### src/rtl/alu_cmd_sequencer.sv
// Command front end for the 16-bit ALU: queues tagged commands, drives registered ALU inputs,
// and returns captured results with status over a valid/ready response channel.
module alu_cmd_sequencer #(
  parameter int unsigned DEPTH = 4,
  parameter int unsigned TAG_W = 4
) (
  input  logic             clk,
  input  logic             rst_n,
  input  logic             cmd_valid,
  output logic             cmd_ready,
  input  logic [15:0]      cmd_a,
  input  logic [15:0]      cmd_b,
  input  logic [2:0]       cmd_op,
  input  logic             cmd_chain,
  input  logic [TAG_W-1:0] cmd_tag,
  output logic [15:0]      alu_a,
  output logic [15:0]      alu_b,
  output logic [2:0]       alu_op,
  input  logic [15:0]      alu_result,
  output logic             rsp_valid,
  input  logic             rsp_ready,
  output logic [15:0]      rsp_data,
  output logic [TAG_W-1:0] rsp_tag,
  output logic             rsp_zero,
  output logic             rsp_neg,
  output logic             rsp_illegal,
  output logic             busy
);

  localparam int unsigned PtrW = $clog2(DEPTH);
  localparam int unsigned CntW = PtrW + 1;

  typedef enum logic [1:0] {StIdle, StExec, StResp} state_e;

  state_e            state_q, state_d;
  logic [15:0]       fa_q [DEPTH];
  logic [15:0]       fa_d [DEPTH];
  logic [15:0]       fb_q [DEPTH];
  logic [15:0]       fb_d [DEPTH];
  logic [2:0]        fop_q [DEPTH];
  logic [2:0]        fop_d [DEPTH];
  logic              fchain_q [DEPTH];
  logic              fchain_d [DEPTH];
  logic [TAG_W-1:0]  ftag_q [DEPTH];
  logic [TAG_W-1:0]  ftag_d [DEPTH];
  logic [PtrW-1:0]   wr_ptr_q, wr_ptr_d, rd_ptr_q, rd_ptr_d;
  logic [CntW-1:0]   count_q, count_d;
  logic [15:0]       acc_q, acc_d;
  logic [15:0]       alu_a_q, alu_a_d, alu_b_q, alu_b_d;
  logic [2:0]        alu_op_q, alu_op_d, pend_op_q, pend_op_d;
  logic [TAG_W-1:0]  pend_tag_q, pend_tag_d, rsp_tag_q, rsp_tag_d;
  logic              rsp_valid_q, rsp_valid_d;
  logic [15:0]       rsp_data_q, rsp_data_d;
  logic              rsp_zero_q, rsp_zero_d, rsp_neg_q, rsp_neg_d, rsp_ill_q, rsp_ill_d;
  logic              full, empty, push, issue;

  assign full  = (count_q == CntW'(DEPTH));
  assign empty = (count_q == '0);
  // Readiness depends only on the registered count, so a same-cycle pop never frees a slot.
  assign push  = cmd_valid && !full;

  always_comb begin
    state_d     = state_q;
    acc_d       = acc_q;
    alu_a_d     = alu_a_q;
    alu_b_d     = alu_b_q;
    alu_op_d    = alu_op_q;
    pend_op_d   = pend_op_q;
    pend_tag_d  = pend_tag_q;
    rsp_valid_d = rsp_valid_q;
    rsp_data_d  = rsp_data_q;
    rsp_tag_d   = rsp_tag_q;
    rsp_zero_d  = rsp_zero_q;
    rsp_neg_d   = rsp_neg_q;
    rsp_ill_d   = rsp_ill_q;
    issue       = 1'b0;

    unique case (state_q)
      StIdle: begin
        if (!empty) begin
          issue   = 1'b1;
          state_d = StExec;
        end
      end
      StExec: begin
        rsp_data_d  = alu_result;
        acc_d       = alu_result;
        rsp_tag_d   = pend_tag_q;
        rsp_zero_d  = (alu_result == 16'h0000);
        rsp_neg_d   = alu_result[15] && (pend_op_q[2:1] == 2'b00);
        rsp_ill_d   = (pend_op_q[2:1] == 2'b11);
        rsp_valid_d = 1'b1;
        state_d     = StResp;
      end
      StResp: begin
        if (rsp_ready) begin
          rsp_valid_d = 1'b0;
          if (!empty) begin
            issue   = 1'b1;
            state_d = StExec;
          end else begin
            state_d = StIdle;
          end
        end
      end
      default: state_d = StIdle;
    endcase

    // Chain is resolved here, at issue, so it sees the result of the previous command.
    if (issue) begin
      alu_a_d    = fchain_q[rd_ptr_q] ? acc_q : fa_q[rd_ptr_q];
      alu_b_d    = fb_q[rd_ptr_q];
      alu_op_d   = fop_q[rd_ptr_q];
      pend_op_d  = fop_q[rd_ptr_q];
      pend_tag_d = ftag_q[rd_ptr_q];
    end
  end

  always_comb begin
    fa_d     = fa_q;
    fb_d     = fb_q;
    fop_d    = fop_q;
    fchain_d = fchain_q;
    ftag_d   = ftag_q;
    wr_ptr_d = wr_ptr_q;
    rd_ptr_d = rd_ptr_q;
    if (push) begin
      fa_d[wr_ptr_q]     = cmd_a;
      fb_d[wr_ptr_q]     = cmd_b;
      fop_d[wr_ptr_q]    = cmd_op;
      fchain_d[wr_ptr_q] = cmd_chain;
      ftag_d[wr_ptr_q]   = cmd_tag;
      wr_ptr_d           = wr_ptr_q + PtrW'(1);
    end
    if (issue) begin
      rd_ptr_d = rd_ptr_q + PtrW'(1);
    end
    count_d = count_q + CntW'(push) - CntW'(issue);
  end

  always_ff @(posedge clk) begin
    if (!rst_n) begin
      state_q     <= StIdle;
      wr_ptr_q    <= '0;
      rd_ptr_q    <= '0;
      count_q     <= '0;
      acc_q       <= '0;
      alu_a_q     <= '0;
      alu_b_q     <= '0;
      alu_op_q    <= '0;
      pend_op_q   <= '0;
      pend_tag_q  <= '0;
      rsp_valid_q <= 1'b0;
      rsp_data_q  <= '0;
      rsp_tag_q   <= '0;
      rsp_zero_q  <= 1'b0;
      rsp_neg_q   <= 1'b0;
      rsp_ill_q   <= 1'b0;
    end else begin
      state_q     <= state_d;
      wr_ptr_q    <= wr_ptr_d;
      rd_ptr_q    <= rd_ptr_d;
      count_q     <= count_d;
      acc_q       <= acc_d;
      alu_a_q     <= alu_a_d;
      alu_b_q     <= alu_b_d;
      alu_op_q    <= alu_op_d;
      pend_op_q   <= pend_op_d;
      pend_tag_q  <= pend_tag_d;
      rsp_valid_q <= rsp_valid_d;
      rsp_data_q  <= rsp_data_d;
      rsp_tag_q   <= rsp_tag_d;
      rsp_zero_q  <= rsp_zero_d;
      rsp_neg_q   <= rsp_neg_d;
      rsp_ill_q   <= rsp_ill_d;
    end
  end

  // Entry storage needs no reset: the count alone decides which entries are live.
  always_ff @(posedge clk) begin
    fa_q     <= fa_d;
    fb_q     <= fb_d;
    fop_q    <= fop_d;
    fchain_q <= fchain_d;
    ftag_q   <= ftag_d;
  end

  assign cmd_ready   = !full;
  assign alu_a       = alu_a_q;
  assign alu_b       = alu_b_q;
  assign alu_op      = alu_op_q;
  assign rsp_valid   = rsp_valid_q;
  assign rsp_data    = rsp_data_q;
  assign rsp_tag     = rsp_tag_q;
  assign rsp_zero    = rsp_zero_q;
  assign rsp_neg     = rsp_neg_q;
  assign rsp_illegal = rsp_ill_q;
  assign busy        = (state_q != StIdle) || !empty;

endmodule

### config.mk
export PLATFORM = sky130hd
export DESIGN_NAME = alu_cmd_sequencer
export DESIGN_NICKNAME = d
export VERILOG_FILES = /design/src/rtl/alu_cmd_sequencer.sv
export SDC_FILE = /design/constraint.sdc
export NUM_CORES = 1
export LEC_CHECK = 0
export ABC_CLOCK_PERIOD_IN_PS = 2500
export CORE_MARGIN = 2
export CORE_UTILIZATION = 44
export DETAILED_ROUTE_END_ITERATION = 8
export DONT_BUFFER_PORTS = 1
export PLACE_DENSITY_LB_ADDON = 0.05
export SYNTH_ARGS = -nofsm -noshare
export SYNTH_HDL_FRONTEND = slang
export SYNTH_SLANG_ARGS = --single-unit
### constraint.sdc
create_clock -name clk -period 2.5 [get_ports clk]
set_input_delay 0.5 -clock clk [delete_from_list [all_inputs] [get_ports clk]]
set_output_delay 0.5 -clock clk [all_outputs]
set_load 0.005 [all_outputs]
# [After elaboration in Yosys (flattened, before gate mapping)]
# Cells that the tools add are included.
[word_totals] reg_bits=232 inputBits=60 word_cells=101
[classes] n_bitwise=2 addsub=4 eq_ne=6 muxes=38 order_cmp=3 reduce_logical=14
[ops] cell="64-bit bitwise mux" count=2
[ops] cell="16-bit two-way mux" count=6
[ops] cell="16-bit binary-select mux with 2-bit select" count=2
[ops] cell="16-bit demux with 2-bit select" count=1
[ops] cell="16-bit bitwise mux" count=1
[ops] cell="16-bit zero test" count=1
[ops] cell="12-bit bitwise mux" count=1
[ops] cell="4-bit two-way mux" count=3
[ops] cell="3-bit two-way mux" count=3
[ops] cell="4-bit binary-select mux with 2-bit select" count=1
[ops] cell="4-bit demux with 2-bit select" count=1
[ops] cell="1-bit two-way mux" count=7
[ops] cell="3-bit binary-select mux with 2-bit select" count=1
[ops] cell="3-bit demux with 2-bit select" count=1
[ops] cell="3-bit greater-or-equal comparator, second input constant" count=2
[ops] cell="2-bit inverter with 3-bit output" count=2
[ops] cell="2-bit one-hot mux with 3 select lines" count=1
[ops] cell="2-bit by 1-bit adder with 2-bit output, second input constant" count=2
[ops] cell="4-bit bitwise mux" count=1
[ops] cell="2-bit == test, second input constant" count=2
[ops] cell="2-bit zero test" count=2
[ops] cell="2-bit two-way mux" count=2
[ops] cell="2-bit != test, second input constant" count=2
[ops] cell="1-bit one-hot mux with 2 select lines" count=2
[ops] cell="13 further kinds" count=18

# [Longest topological paths before layout]
[logic_depth] depth_word=6 mapped_depth=13 depth_no_buf=10

# [Worst setup path after synthesis]
# OpenSTA, ideal clock, no wires.
[synth_timing] path_kind="input port to flip-flop" from="in rsp_ready" to="reg count_q[2]" arrival_time_ns=2.385 path_slack_ns=-0.014 path_stages=13 setup_time_ns=0.129 path_buffers=3 cell_sequence="nor2b_1 > or3_1 > buf_2 > clkinv_2 > buf_8 > buf_2 > ha_1 > inv_1 > ha_1 > fa_1 > xnor2_1 > xnor2_1 > nor2_1"
[synth_via] elab_chain_len=3
[synth_lines] item="start: declaration" line_no="21" source="input logic rsp_ready,"
[synth_lines] item="1-bit two-way mux" line_no="96" source="if (rsp_ready) begin"
[synth_lines] item="1-bit one-hot mux with 2 select lines" line_no="78" source="unique case (state_q)"
[synth_lines] item="via issue" line_no="55" source="logic full, empty, push, issue;"
[synth_lines] item="3-bit by 1-bit subtractor with 3-bit output" line_no="138" source="count_d = count_q + CntW'(push) - CntW'(issue);"
[synth_lines] item="end signal: assignment" line_no="163" source="count_q <= count_d;"
[synth_lines] item="end: declaration" line_no="47" source="logic [CntW-1:0] count_q, count_d;"
# The timed path passes the listed nets, and every way through them passes these cells.
# A chain may end at the register's enable or synchronous reset.

# [Worst setup path after layout]
[layout_timing] from="reg count_q[2]" to="reg count_q[2]"
[layout_via] elab_chain_len=5 elab_cells_between_ends=9
[layout_lines] item="3-bit == test / 3-bit zero test (equally long branches)" line_no="57, 58"
[layout_lines] item="1-bit zero test / 1-bit two-way mux (equally long branches)" line_no="60, 80, 98"
[layout_lines] item="1-bit logical AND / 1-bit two-way mux (equally long branches)" line_no="60, 96"
[layout_lines] item="3-bit by 1-bit adder with 3-bit output / 1-bit one-hot mux with 2 select lines (equally long branches)" line_no="138, 78"
[layout_lines] item="3-bit by 1-bit subtractor with 3-bit output *" line_no="138"
# Mark *: on every way between the ends. The rest lies on a longest branch, timed or not.

==> results by group <==
Routing
  – Pre-antenna DRT Iters: 4
  – DRC Markers: 0
  – Via count: between 4000 and 5000
  – DRT antenna net count: 0
  – WL per Instance: ~21 µm
  – Routed vias/inst: roughly 5.3
  – Routed WL: 17700 µm
  – Initial DRC count: 210

STA
  – Crit path time final: between 2 and 2.5 ns
  – Fmax: between 400 and 500 MHz
  – Final setup violation count: 0
  – Period Utilization, post-route: between 90% and 100%
  – Worst Skew: approximately 0.017 ns
  – Max-slew headroom at the worst pin: a little under three fifths
  – Slew @ Worst Pin: 0.651 ns
  – RSZ-0062 raised after global routing: no
  – Slew Limit Fails: 0
  – Final hold violation count: 0
  – Setup TNS: 0 ns
  – Min Hold Slack: approximately 0.07 ns

Clock network
  – Hold Buf Count CTS: 0
  – CTS H-tree lvls: 1
  – CTS buffer count: 26
  – Clk pin slew, worst setup/hold paths: ~0.060 ns
  – Post_cts resized: 0
  – Clock tree root driver cell: clkbuf_16
  – TritonCTS clock tree: built
  – Clk buf depth: 3
  – Post-CTS Setup Bufs: 0
  – Clk_lat worst skew: between 0.5 and 0.6 ns
  – Clock sink count: about 230

Cells and area
  – Layout Utilization: about half
  – Commonest non-fill, non-tap cells in the layout: edfxtp_1 (160), nand2_1 (93), dfxtp_1 (70), a21oi_1 (55), mux4_2 (40)
  – Final net count: ~620
  – Syn-to-layout area delta: 13.1%
  – Commonest non-fill, non-tap cell in the layout: edfxtp_1
  – Antenna Diode Count: 0
  – Final instance area: just under 10000 µm²
  – Number of fill cells: around 1700
  – Share of cells above drive strength 1: about a fifth

Run
  – Max_cap viols: 0

Die
  – Core Rows: around 50
  – Die footprint: 20800 µm²
  – Die X: between 100 and 150 µm
  – Starting Density: approximately 45%
  – I/O pins: 121
  – Die span in y: ~140 µm
  – Core area: roughly 19000 µm²

Critical path
  – Critical-path top delay cell: fa_1
  – Crit Path Class: flop to flop
  – Slowest stage delay, CP: slightly below 0.4 ns
  – Required @ worst endpoint: ~2.9 ns
  – CP top delay family: adder cells
  – CP Capture Type: flop
  – Buf/Inv on CP: 2
  – Crit path cell chain: or3b_1 > and2_1 > inv_1 > ha_1 > inv_1 > ha_1 > fa_1 > xnor2_1 > xnor2_1 > nor2_1
  – CP arrival: 2.71 ns
  – Startpoint Class: flop
  – Crit path max fanout: 3

Power
  – LEAKAGE: roughly 3.2 nW
  – Power after layout: 11.1 mW
  – PD cells: between 1000 and 1500 nW/µm²
  – Worst VDD drop: around 0.00056 V

Placement
  – Gpl congestion: between 0.7 and 0.8
  – IO Port Bufs: 0
  – Dpl hpwl: between 10000 and 15000 µm
  – Placed cell area: between 8000 and 9000 µm²

Logic synthesis
  – Cells after Synth: 548
  – Syn Nets: between 600 and 700
  – Complex-gate fraction of the synthesized area: 5.24%
  – Async SR Flop Fraction: 0%
  – Top_reg_cell synth: edfxtp_1
  – Mapped Area: approximately 8600 µm²
  – XOR/XNOR share of the synthesized area: less than 1%
  – Post-synth cell types: 33
  – Multiplexer area fraction after synthesis: 12.3%
  – Post-synthesis area per instance: roughly 16 µm²
  – Seq/Total Area, Yosys: between 70 and 80%
  – Synth Area in Simple Gates: between 6 and 7%
  – Ys Warns: 0
  – Yosys reg bits: approximately 230
  – Largest family of logic cells by synthesized area: multiplexers
  – Number of flops mapped to enable cells by yosys: 160
  – Synth Area in Adders: ~1.1%

Min path
  – Hold crit path type: input port to flop

Global route
  – Pin count of the biggest net entering global routing: 57
  – First-pass GRT wire length: between 20000 and 30000 µm
  – Vias in the first global route: around 4700
  – Total GRT Usage: approximately 17%
  – Overflow after GRT: 0
  – Antenna violations before repair: 0

Run status
  – Status: complete, no violations
cells by family after synthesis:
logic type	after synthesis
xor+xnor	4
compound gates	83
simple gates	123
buf+inv	43
mux	56
fa+ha+maj	7
flops	232
per-layer routing:
| layer | global-route usage, % | up-vias | wire (µm) |
|---|---|---|---|
| met1 | 20.0 | 2242 | 6950 |
| met2 | 30.4 | 124 | 8850 |
| met4 | 4.60 | 0 | 245 |
| met5 | 0 | - | 0 |
| met3 | 5.86 | 22 | 1610 |
| li1 | - | 2060 | - |
cell usage after synthesis (2+ instances only):
cell      number  area (µm²)
nor4_1         4        25.0
xnor2_1        4        35.0
ha_1           6        75.1
inv_1          7        26.3
o21ai_0       12        60.1
buf_2          8        40.0
or3_1          2        12.5
nand2_1       93         349
mux4_2        40         901
buf_6          4        45.0
a21oi_2       10        87.6
mux2i_1       16         160
and3_1         4        25.0
and2_1         3        18.8
edfxtp_1     160        4800
nor2b_1        2        12.5
nor2_1         7        26.3
dfxtp_1       72        1440
o21ai_1        6        30.0
nand3_1        2        10.0
a21oi_1       55         275
clkbuf_1      20        75.1
power by group:
group	switching [mW]	total [mW]	internal, mW
clock	1.44	3.54	2.10
sequential	0.407	5.18	4.77
combinational	1.38	2.40	1.02
per-stage QoR:
step           setup WS [ns]  cells
2_1_floorplan         0.0176    548
3_5_place_dp           0.204    792
6_report               0.188    840
3_3_place_gp           0.300    792
4_1_cts                0.183    840
5_1_grt               0.0754    840
registers in the layout, indices dropped and copies added, names as in the netlist:
register     count
rsp_valid        1
fa_q            64
fop_q           12
rd_ptr_q         2
alu_a           16
rsp_zero         1
count_q          3
rsp_tag          4
pend_op_q        3
fchain_q         4
fb_q            64
rsp_illegal      1
alu_b           16
rsp_neg          1
state_q          2
rsp_data        16
wr_ptr_q         2
ftag_q          16
pend_tag_q       4
final timing paths:
check / startpoint / to / slack, ns / depth (start not counted)
setup / recovery: count_q[2]$_SDFF_PN0_ / count_q[2]$_SDFF_PN0_ / 0.19 / 10
hold / removal: cmd_b[0] / fb_q[16]$_DFFE_PP_ / 0.07 / 0
hold reg to reg: pend_tag_q[0]$_SDFFE_PN0P_ / pend_tag_q[0]$_SDFFE_PN0P_ / 0.46 / 2
setup reg to reg: count_q[2]$_SDFF_PN0_ / count_q[2]$_SDFF_PN0_ / 0.19 / 10
cell type report:
cell class | instances | area, µm² | share of cell area [%]
timing repair buffer | 13 | 160 | 1.64
sequential | 232 | 6250 | 63.9
inverter | 9 | 35.0 | 0.358
multi-input combinational | 273 | 2180 | 22.3
tap | 265 | 332 | 3.39
clock buffer | 33 | 748 | 7.65
clock inverter | 15 | 75.1 | 0.768
No activity file was read; power rests on OpenSTA's default activity.
